File: src/rtl/hazard_stall_controller.sv
// hazard_stall_controller
//
// Hazard detection and stall sequencer beside the ID stage of a five-stage
// pipeline. Drives the PC, IF/ID and ID/EX pipeline-register controls.
//
// Hazards detected (operands arrive pre-decoded):
//   - load-use on the EX load, held for LOAD_USE_CYCLES cycles
//     (one extra when the ID instruction is a branch)
//   - branch in ID depending on an EX ALU result (1 cycle)
//   - branch in ID depending on a MEM load (1 cycle)
// ExtHold freezes everything. A taken branch flushes IF/ID. A saturating
// counter records hazard-stall cycles.
//
// Ports:
//   Clock, Reset                  rising-edge clock, async active-low reset
//   IDRs/IDRt, IDUsesRs/IDUsesRt  ID source registers and read flags
//   BranchFromController          ID instruction is a branch
//   BranchFromBC                  branch comparator says taken
//   EXDest/EXRegWrite/EXMemRead   EX producer
//   MEMDest/MEMMemRead            MEM producer
//   ExtHold                       external freeze
//   ClearCount                    synchronous clear of StallCycles
//   PCWriteEnable, IFIDWriteEnable, IDEXFlush, IFIDFlush, Branch, Stalled
//   StallCycles                   saturating stall-cycle count
//   dbg_state, dbg_remain         FSM state (0=RUN, 1=STALL) and down-counter
//
// Handshake note: there is no valid/ready handshake here. Every control
// output is a same-cycle combinational function of the inputs and the
// registered state.
module hazard_stall_controller #(
    parameter int REG_W           = 5,
    parameter int LOAD_USE_CYCLES = 1,
    parameter int CNT_W           = 16
) (
    input  logic             Clock,
    input  logic             Reset,
    input  logic [REG_W-1:0] IDRs,
    input  logic [REG_W-1:0] IDRt,
    input  logic             IDUsesRs,
    input  logic             IDUsesRt,
    input  logic             BranchFromController,
    input  logic             BranchFromBC,
    input  logic [REG_W-1:0] EXDest,
    input  logic             EXRegWrite,
    input  logic             EXMemRead,
    input  logic [REG_W-1:0] MEMDest,
    input  logic             MEMMemRead,
    input  logic             ExtHold,
    input  logic             ClearCount,
    output logic             PCWriteEnable,
    output logic             IFIDWriteEnable,
    output logic             IDEXFlush,
    output logic             IFIDFlush,
    output logic             Branch,
    output logic             Stalled,
    output logic [CNT_W-1:0] StallCycles,
    output logic             dbg_state,
    output logic [3:0]       dbg_remain
);

    typedef enum logic {
        ST_RUN   = 1'b0,
        ST_STALL = 1'b1
    } state_e;

    localparam logic [4:0] LU_LEN = 5'(LOAD_USE_CYCLES);

    state_e           state_q, state_d;
    logic [3:0]       remain_q, remain_d;
    logic [CNT_W-1:0] stall_cnt_q, stall_cnt_d;

    logic ex_match, mem_match;
    logic lu, be, bm;
    logic [4:0] n_len;
    logic stall;
    logic taken;

    // Register 0 is hard-wired to zero, so it never creates a dependency.
    assign ex_match  = (EXDest != '0) &&
                       ((IDUsesRs && EXDest == IDRs) || (IDUsesRt && EXDest == IDRt));
    assign mem_match = (MEMDest != '0) &&
                       ((IDUsesRs && MEMDest == IDRs) || (IDUsesRt && MEMDest == IDRt));

    assign lu = EXMemRead && ex_match;
    // A load in EX is covered by the load-use path, so BE excludes it.
    assign be = BranchFromController && EXRegWrite && !EXMemRead && ex_match;
    assign bm = BranchFromController && MEMMemRead && mem_match;

    assign taken = BranchFromController & BranchFromBC;

    always_comb begin
        n_len = 5'd0;
        if (lu) begin
            n_len = LU_LEN + {4'd0, BranchFromController};
        end else if (be || bm) begin
            n_len = 5'd1;
        end
    end

    // Next-state and stall decision. ExtHold freezes state and remain.
    always_comb begin
        state_d  = state_q;
        remain_d = remain_q;
        stall    = 1'b0;
        if (!ExtHold) begin
            case (state_q)
                ST_STALL: begin
                    // Hazard inputs are ignored while the sequence runs.
                    stall    = 1'b1;
                    remain_d = remain_q - 4'd1;
                    if (remain_q == 4'd1) begin
                        state_d = ST_RUN;
                    end
                end
                default: begin
                    if (n_len != 5'd0) begin
                        stall = 1'b1;
                        if (n_len > 5'd1) begin
                            remain_d = 4'(n_len - 5'd1);
                            state_d  = ST_STALL;
                        end
                    end
                end
            endcase
        end
    end

    // Output decode: reset forcing, then hold, then stall, then normal.
    always_comb begin
        PCWriteEnable   = 1'b1;
        IFIDWriteEnable = 1'b1;
        IDEXFlush       = 1'b0;
        IFIDFlush       = taken;
        Branch          = taken;
        Stalled         = 1'b0;
        if (!Reset) begin
            PCWriteEnable   = 1'b0;
            IFIDWriteEnable = 1'b0;
            IDEXFlush       = 1'b1;
            IFIDFlush       = 1'b0;
            Branch          = 1'b0;
        end else if (ExtHold) begin
            PCWriteEnable   = 1'b0;
            IFIDWriteEnable = 1'b0;
            IFIDFlush       = 1'b0;
            Branch          = 1'b0;
        end else if (stall) begin
            PCWriteEnable   = 1'b0;
            IFIDWriteEnable = 1'b0;
            IDEXFlush       = 1'b1;
            IFIDFlush       = 1'b0;
            Branch          = 1'b0;
            Stalled         = 1'b1;
        end
    end

    // Clear wins over increment; increment stops at all-ones.
    always_comb begin
        stall_cnt_d = stall_cnt_q;
        if (ClearCount) begin
            stall_cnt_d = '0;
        end else if (Stalled && !(&stall_cnt_q)) begin
            stall_cnt_d = stall_cnt_q + 1'b1;
        end
    end

    always_ff @(posedge Clock or negedge Reset) begin
        if (!Reset) begin
            state_q     <= ST_RUN;
            remain_q    <= 4'd0;
            stall_cnt_q <= '0;
        end else begin
            state_q     <= state_d;
            remain_q    <= remain_d;
            stall_cnt_q <= stall_cnt_d;
        end
    end

    assign StallCycles = stall_cnt_q;
    assign dbg_state   = state_q;
    assign dbg_remain  = remain_q;

endmodule

File: config.mk
export PLATFORM = sky130hd
export DESIGN_NAME = hazard_stall_controller
export DESIGN_NICKNAME = d
export VERILOG_FILES = /design/src/rtl/hazard_stall_controller.sv
export SDC_FILE = /design/constraint.sdc
export NUM_CORES = 1
export LEC_CHECK = 0
export CAP_MARGIN = 20
export CORE_ASPECT_RATIO = 0.75
export CORE_MARGIN = 2
export CORE_UTILIZATION = 45
export DETAILED_ROUTE_END_ITERATION = 6
export PLACE_DENSITY = 0.8
export SLEW_MARGIN = 20
export SYNTH_ARGS = -nofsm -noshare
export SYNTH_HDL_FRONTEND = slang
export SYNTH_SLANG_ARGS = --single-unit
export TNS_END_PERCENT = 10
File: constraint.sdc
create_clock -name Clock -period 4.3 [get_ports Clock]
set_clock_uncertainty 0.1 [all_clocks]
set_input_delay 0.86 -clock Clock [delete_from_list [all_inputs] [get_ports Clock]]
set_output_delay 0.86 -clock Clock [all_outputs]
set_load 0.02 [all_outputs]
# After elaboration in Yosys (flattened, before gate mapping)
# Cells that the tools add are included.
# word_totals
inputBits	31
word_cells	65
regBits	21
mem_count	0
ram_bits	0
rom_bits	0
out_inout_bits	27
latch_bits	0
# op_classes
n_mul	0
div	0
eq_ne	5
n_bitwise	2
reduce_logical	26
muxes	24
add_sub_neg	4
order_cmp	1
shift	0
# op_table
op	count
two-way mux 16 bit	2
equality test 5 bit	4
two-way mux 1 bit	18
adder 16 x 1 -> 16 bit (second input constant)	1
AND reduction 16 bit	1
nonzero test 5 bit	3
logical AND 1 bit	13
two-way mux 4 bit	3
subtractor 4 x 1 -> 4 bit (second input constant)	2
nonzero test 2 bit	3
> comparator 5 x 1 -> 1 bit (second input constant)	1
equality test 4 x 1 -> 1 bit (second input constant)	1
logical OR 1 bit	3
AND reduction 3 bit	1
adder 1 x 1 -> 2 bit (first input constant)	1
zero test 1 bit	2
two-way mux 2 bit	1
AND 1 bit	1
inverter 1 bit	1

# Depth between registers and ports, before layout
# depth
word_depth	18
depth_mapped	12
ltp_nobuf	11

# Worst setup path after synthesis
# Ideal clock, no wire load.
# synth_timing
path_kind	in2out
start	in MEMDest[0]
end	out IFIDFlush
n_path_buf	2
arrival_ps	3158
path_stages	10
path_slack_ps	182
required_ps	3340
cell_sequence	or3_1 -> o311a_1 -> a32o_1 -> nand2_1 -> ha_1 -> clkbuf_1 -> nand2b_1 -> nor2_1 -> and3_1 -> buf_4
# synth_via
elab_chain_len	15
elab_cells_between_ends	18
cone_classes	2 x eq/ne; 8 x mux; 8 x reduce/logical
# synth_lines
item	line_no	source
start, declared	46	input logic [REG_W-1:0] MEMDest,
equality test 5 bit	82	((IDUsesRs && MEMDest == IDRs) || (IDUsesRt && MEMDest == IDRt));
logical AND 1 bit	82	
logical OR 1 bit	82	
logical AND 1 bit (*)	81	assign mem_match = (MEMDest != '0) &&
logical AND 1 bit (*)	87	assign bm = BranchFromController && MEMMemRead && mem_match;
logical OR 1 bit (*)	95	end else if (be || bm) begin
two-way mux 1 bit (*)	95	
two-way mux 2 bit (*)	93	if (lu) begin
nonzero test 5 bit (*)	116	if (n_len != 5'd0) begin
two-way mux 1 bit (*)	116	
two-way mux 1 bit (*)	106	case (state_q)
two-way mux 1 bit (*)	105	if (!ExtHold) begin
two-way mux 1 bit (*) (3 in a row)	--	
end, declared	53	output logic IFIDFlush,
# Every way passes the cells marked *; elsewhere a longest branch is shown, timed or not.

# Final worst setup path
# layout_timing
start	in MEMDest[1]
end	out PCWriteEnable
# layout_via
elab_chain_len	15
elab_cells_between_ends	18
cone_classes	2 x eq/ne; 8 x mux; 8 x reduce/logical
# layout_lines
item	line_no	source
equality test 5 bit	82	
logical AND 1 bit	82	
logical OR 1 bit	82	
logical AND 1 bit (*)	81	
logical AND 1 bit (*)	87	
logical OR 1 bit (*)	95	
two-way mux 1 bit (*)	95	
two-way mux 2 bit (*)	93	
nonzero test 5 bit (*)	116	
two-way mux 1 bit (*)	116	
two-way mux 1 bit (*)	106	
two-way mux 1 bit (*)	105	
two-way mux 1 bit (*)	147	end else if (stall) begin
two-way mux 1 bit (*)	142	end else if (ExtHold) begin
two-way mux 1 bit (*)	136	if (!Reset) begin
end, declared	50	output logic PCWriteEnable,
# Marks and branches as above.

==> impl_metrics.csv <==
group,metric,value,unit
clock_network,clock_sinks,21,
timing,rsz0062_at_grt,"false",
grt,antenna_found_initial,0,
finish,syn2layout_area_growth,48.8,%
routing,post_drt_wl_per_cell,14.5,um
status,status,"completed",
timing,hold_viol_final,0,
finish,multi_input_area,1060,um2
floorplanning,fp.dieH,56.6,um
synth,syn-num-nets,226,
floorplanning,initial_core_util,0.463,
finish,n_fill_cell,308,
routing,routed_wl,4640,um
synth,synth-seq-cells,21,
critical_path,cp.required,3340,ps
floorplanning,core_region_area,3590,um2
timing,tightest_slew,686,ps
floorplanning,fp.dieArea,4200,um2
synth,netlist_top_cells_area,"dfrtp_1 32%, xnor2_1 12%, nor2_1 5.9%",
synth,synth.cell_area,1660,um2
synth,netlist_instances,190,
clock_network,cts_tree,"built",
timing,relSlewSlack,0.541,
clock_network,cts_setup_buffers,0,
timing,final.setup.tns,0,ps
finish,regArea,526,um2
power,clock_power_share,0.236,
placed_design,dpl_cell_area,2440,um2
floorplanning,die_x,74.2,um
grt,grt_pass1_wl,7820,um
clock_network,htreeDepth,1,
synth,synthArstFlopShare,1.00,
critical_path,crit_path_cell_trace,"clkdlybuf4s50_1, or3_1, o311a_1, a32o_1, nand2_1, ha_1, nand2b_1, nor2_1, buf_4, dlygate4sd2_1",
critical_path,arrival,3150,ps
worst_hold_path,worst_hold_path_type,"register to register",
routing,drtAntennaViolNets,0,
timing,setup_violations,0,
synth,yosysMostFrequentCell,"nor2_1",
critical_path,cp-end-kind,"output port",
power,power_frac_comb,0.357,
job,drv_cap,0,
grt,grt_remaining_overflow,0,
timing,max_freq,0.243,GHz
finish,design_area,2470,um2
clock_network,cts_buffers,3,
critical_path,critPathMaxStageDelay,450,ps
timing,fin_crit,4110,ps
synth,synth_common_cells,"26 x nor2_1, 22 x xnor2_1, 21 x dfrtp_1, 12 x nand2_1",
routing,firstDrtPassIters,4,
critical_path,critical_path.startpoint_type,"input port",
placed_design,gp_congestion,0.911,
clock_network,cts_max_path_buffers,2,
clock_network,clk_pin_slew,70,ps
grt,globalRouteTotalUtil,0.246,
critical_path,path_class,"input port to output port",
synth,synth_top_area_share,0.316,
synth,ys_seq_area_frac,0.316,
routing,num_vias,1652,
floorplanning,io_pins,58,
power,seqPwrFrac,0.408,
routing,drt_iter0_markers,66,
power,switching_share,0.320,
routing,routed_via_density,5.16,
critical_path,crit_buf_inv,3,
synth,avgSynthCellArea,8.75,um2
finish,num_antenna_cells,0,
synth,ys_warn_count,0,
floorplanning,num_rows,19,
grt,grt_start_max_net_pins,24,
critical_path,cp_max_fo,3,
critical_path,crit_family,"buffers and inverters",
power,vdd_ir_drop_max,0.231,mV
power,p_leak,1.04,nW
finish,fin_nets,305,
power,p_int,0.382,mW
timing,period_share,0.957,
power,power_density,227,nW/um2
synth,synth_edf_count,0,
synth,ys_types,49,
placed_design,portBuffers,57,
grt,grt_pass1_vias,1594,
critical_path,cp_slowest_cell,"clkdlybuf4s50_1",
synth,ys.flop_type,"dfrtp_1",
finish,layout-drive-gt1-share,0.142,
timing,slew_viol_final,0,
placed_design,dp_hpwl,3700,um
power,p_sw,0.180,mW
synth,synth_area_leader_cell,"dfrtp_1",
clock_network,cts_root_buf,"clkbuf_8",
clock_network,clk_latency,270,ps
routing,route.detailed.drc,0,
cell type report:
cell class	instances	share of cell area
well taps	52	0.0263
flip-flops and latches	21	0.212
multi-input cells	153	0.428
repair buffers	83	0.304
clock buffers	4	0.0182
inverters	7	0.0106
final timing paths:
check                                                 from                           to  slack (ps)  cells past startpoint
worst max-delay path                            MEMDest[1]                PCWriteEnable         190                     10
worst min-delay path            StallCycles[6]$_DFFE_PN0P_   StallCycles[6]$_DFFE_PN0P_         480                      2
worst max register to register  StallCycles[3]$_DFFE_PN0P_  StallCycles[13]$_DFFE_PN0P_        2170                      5
worst min register to register  StallCycles[6]$_DFFE_PN0P_   StallCycles[6]$_DFFE_PN0P_         480                      2
max in group asynchronous                            Reset   StallCycles[7]$_DFFE_PN0P_        2940                      2
min in group asynchronous                            Reset  StallCycles[14]$_DFFE_PN0P_         920                      2
through the flow:
step,setup WS [ps],std cells,utilization,hold slack [ps],power (mW)
floorplan,182,190,-,464,0.326
global placement,-120,316,0.679,451,0.431
detailed placement,-185,316,0.679,464,0.435
CTS,109,320,0.691,485,0.566
global route,14.1,320,0.689,529,0.594
finish,186,320,0.689,476,0.562
kinds of logic (layout without fill, tap and decap cells):
family	Yosys count	count (layout)	share of synthesized area
simple gates	80	80	0.251
xor+xnor	31	31	0.163
compound gates	34	34	0.162
fa+ha+maj	5	5	0.0376
flops	21	21	0.316
mux	3	3	0.0196
buf+inv	16	94	0.0504
repair_timing:
| item | 4_1_cts | 5_1_grt |
|---|---|---|
| endpoints found under the setup margin | 6 | 3 |
| resized for setup | 7 | 5 |
| hold buffers | 0 | 0 |
| pin swaps | 0 | 1 |
registers in the layout, summed over array words and instances, names as in the netlist:
| name | flops |
|---|---|
| dbg_remain | 4 |
| StallCycles | 16 |
| dbg_state | 1 |
power groups by stage:
stage,Clock (mW),Combinational [mW],Sequential [mW]
floorplan,0,0.0884,0.238
global placement,0,0.198,0.232
detailed placement,0,0.202,0.233
CTS,0.136,0.201,0.229
global route,0.144,0.218,0.232
finish,0.133,0.200,0.229
cell usage in the layout (no fill, tap or decap), types with 3 or more instances in the layout:
| master | count |
|---|---|
| xnor2_1 | 22 |
| nand2b_1 | 3 |
| nand3_1 | 6 |
| nor2b_1 | 3 |
| nand4_1 | 9 |
| clkdlybuf4s50_1 | 51 |
| nor3_1 | 3 |
| nand2_1 | 12 |
| buf_4 | 26 |
| o21ai_0 | 4 |
| dfrtp_1 | 21 |
| xor2_1 | 9 |
| and3_1 | 4 |
| a22oi_1 | 3 |
| ha_1 | 5 |
| nor2_1 | 26 |
| a21oi_1 | 5 |
| clkbuf_8 | 3 |
| dlygate4sd2_1 | 3 |
| inv_1 | 7 |
layer usage:
| layer | routed length, um | GRT usage | part of all wire | vias to the layer above |
|---|---|---|---|---|
| met5 | 0 | 0 | 0 | - |
| met4 | 68 | 0.0753 | 0.015 | 0 |
| met3 | 214 | 0.0485 | 0.046 | 6 |
| met2 | 2030 | 0.372 | 0.44 | 36 |
| met1 | 2320 | 0.354 | 0.50 | 769 |
| li1 | - | - | - | 841 |
worst min-delay path: stages, from the launching register on:
cell     delay (ps)
dfrtp_1         380
xor2_1           80
nor2_1           80
Note: power is estimated with default switching activity, not from simulation.
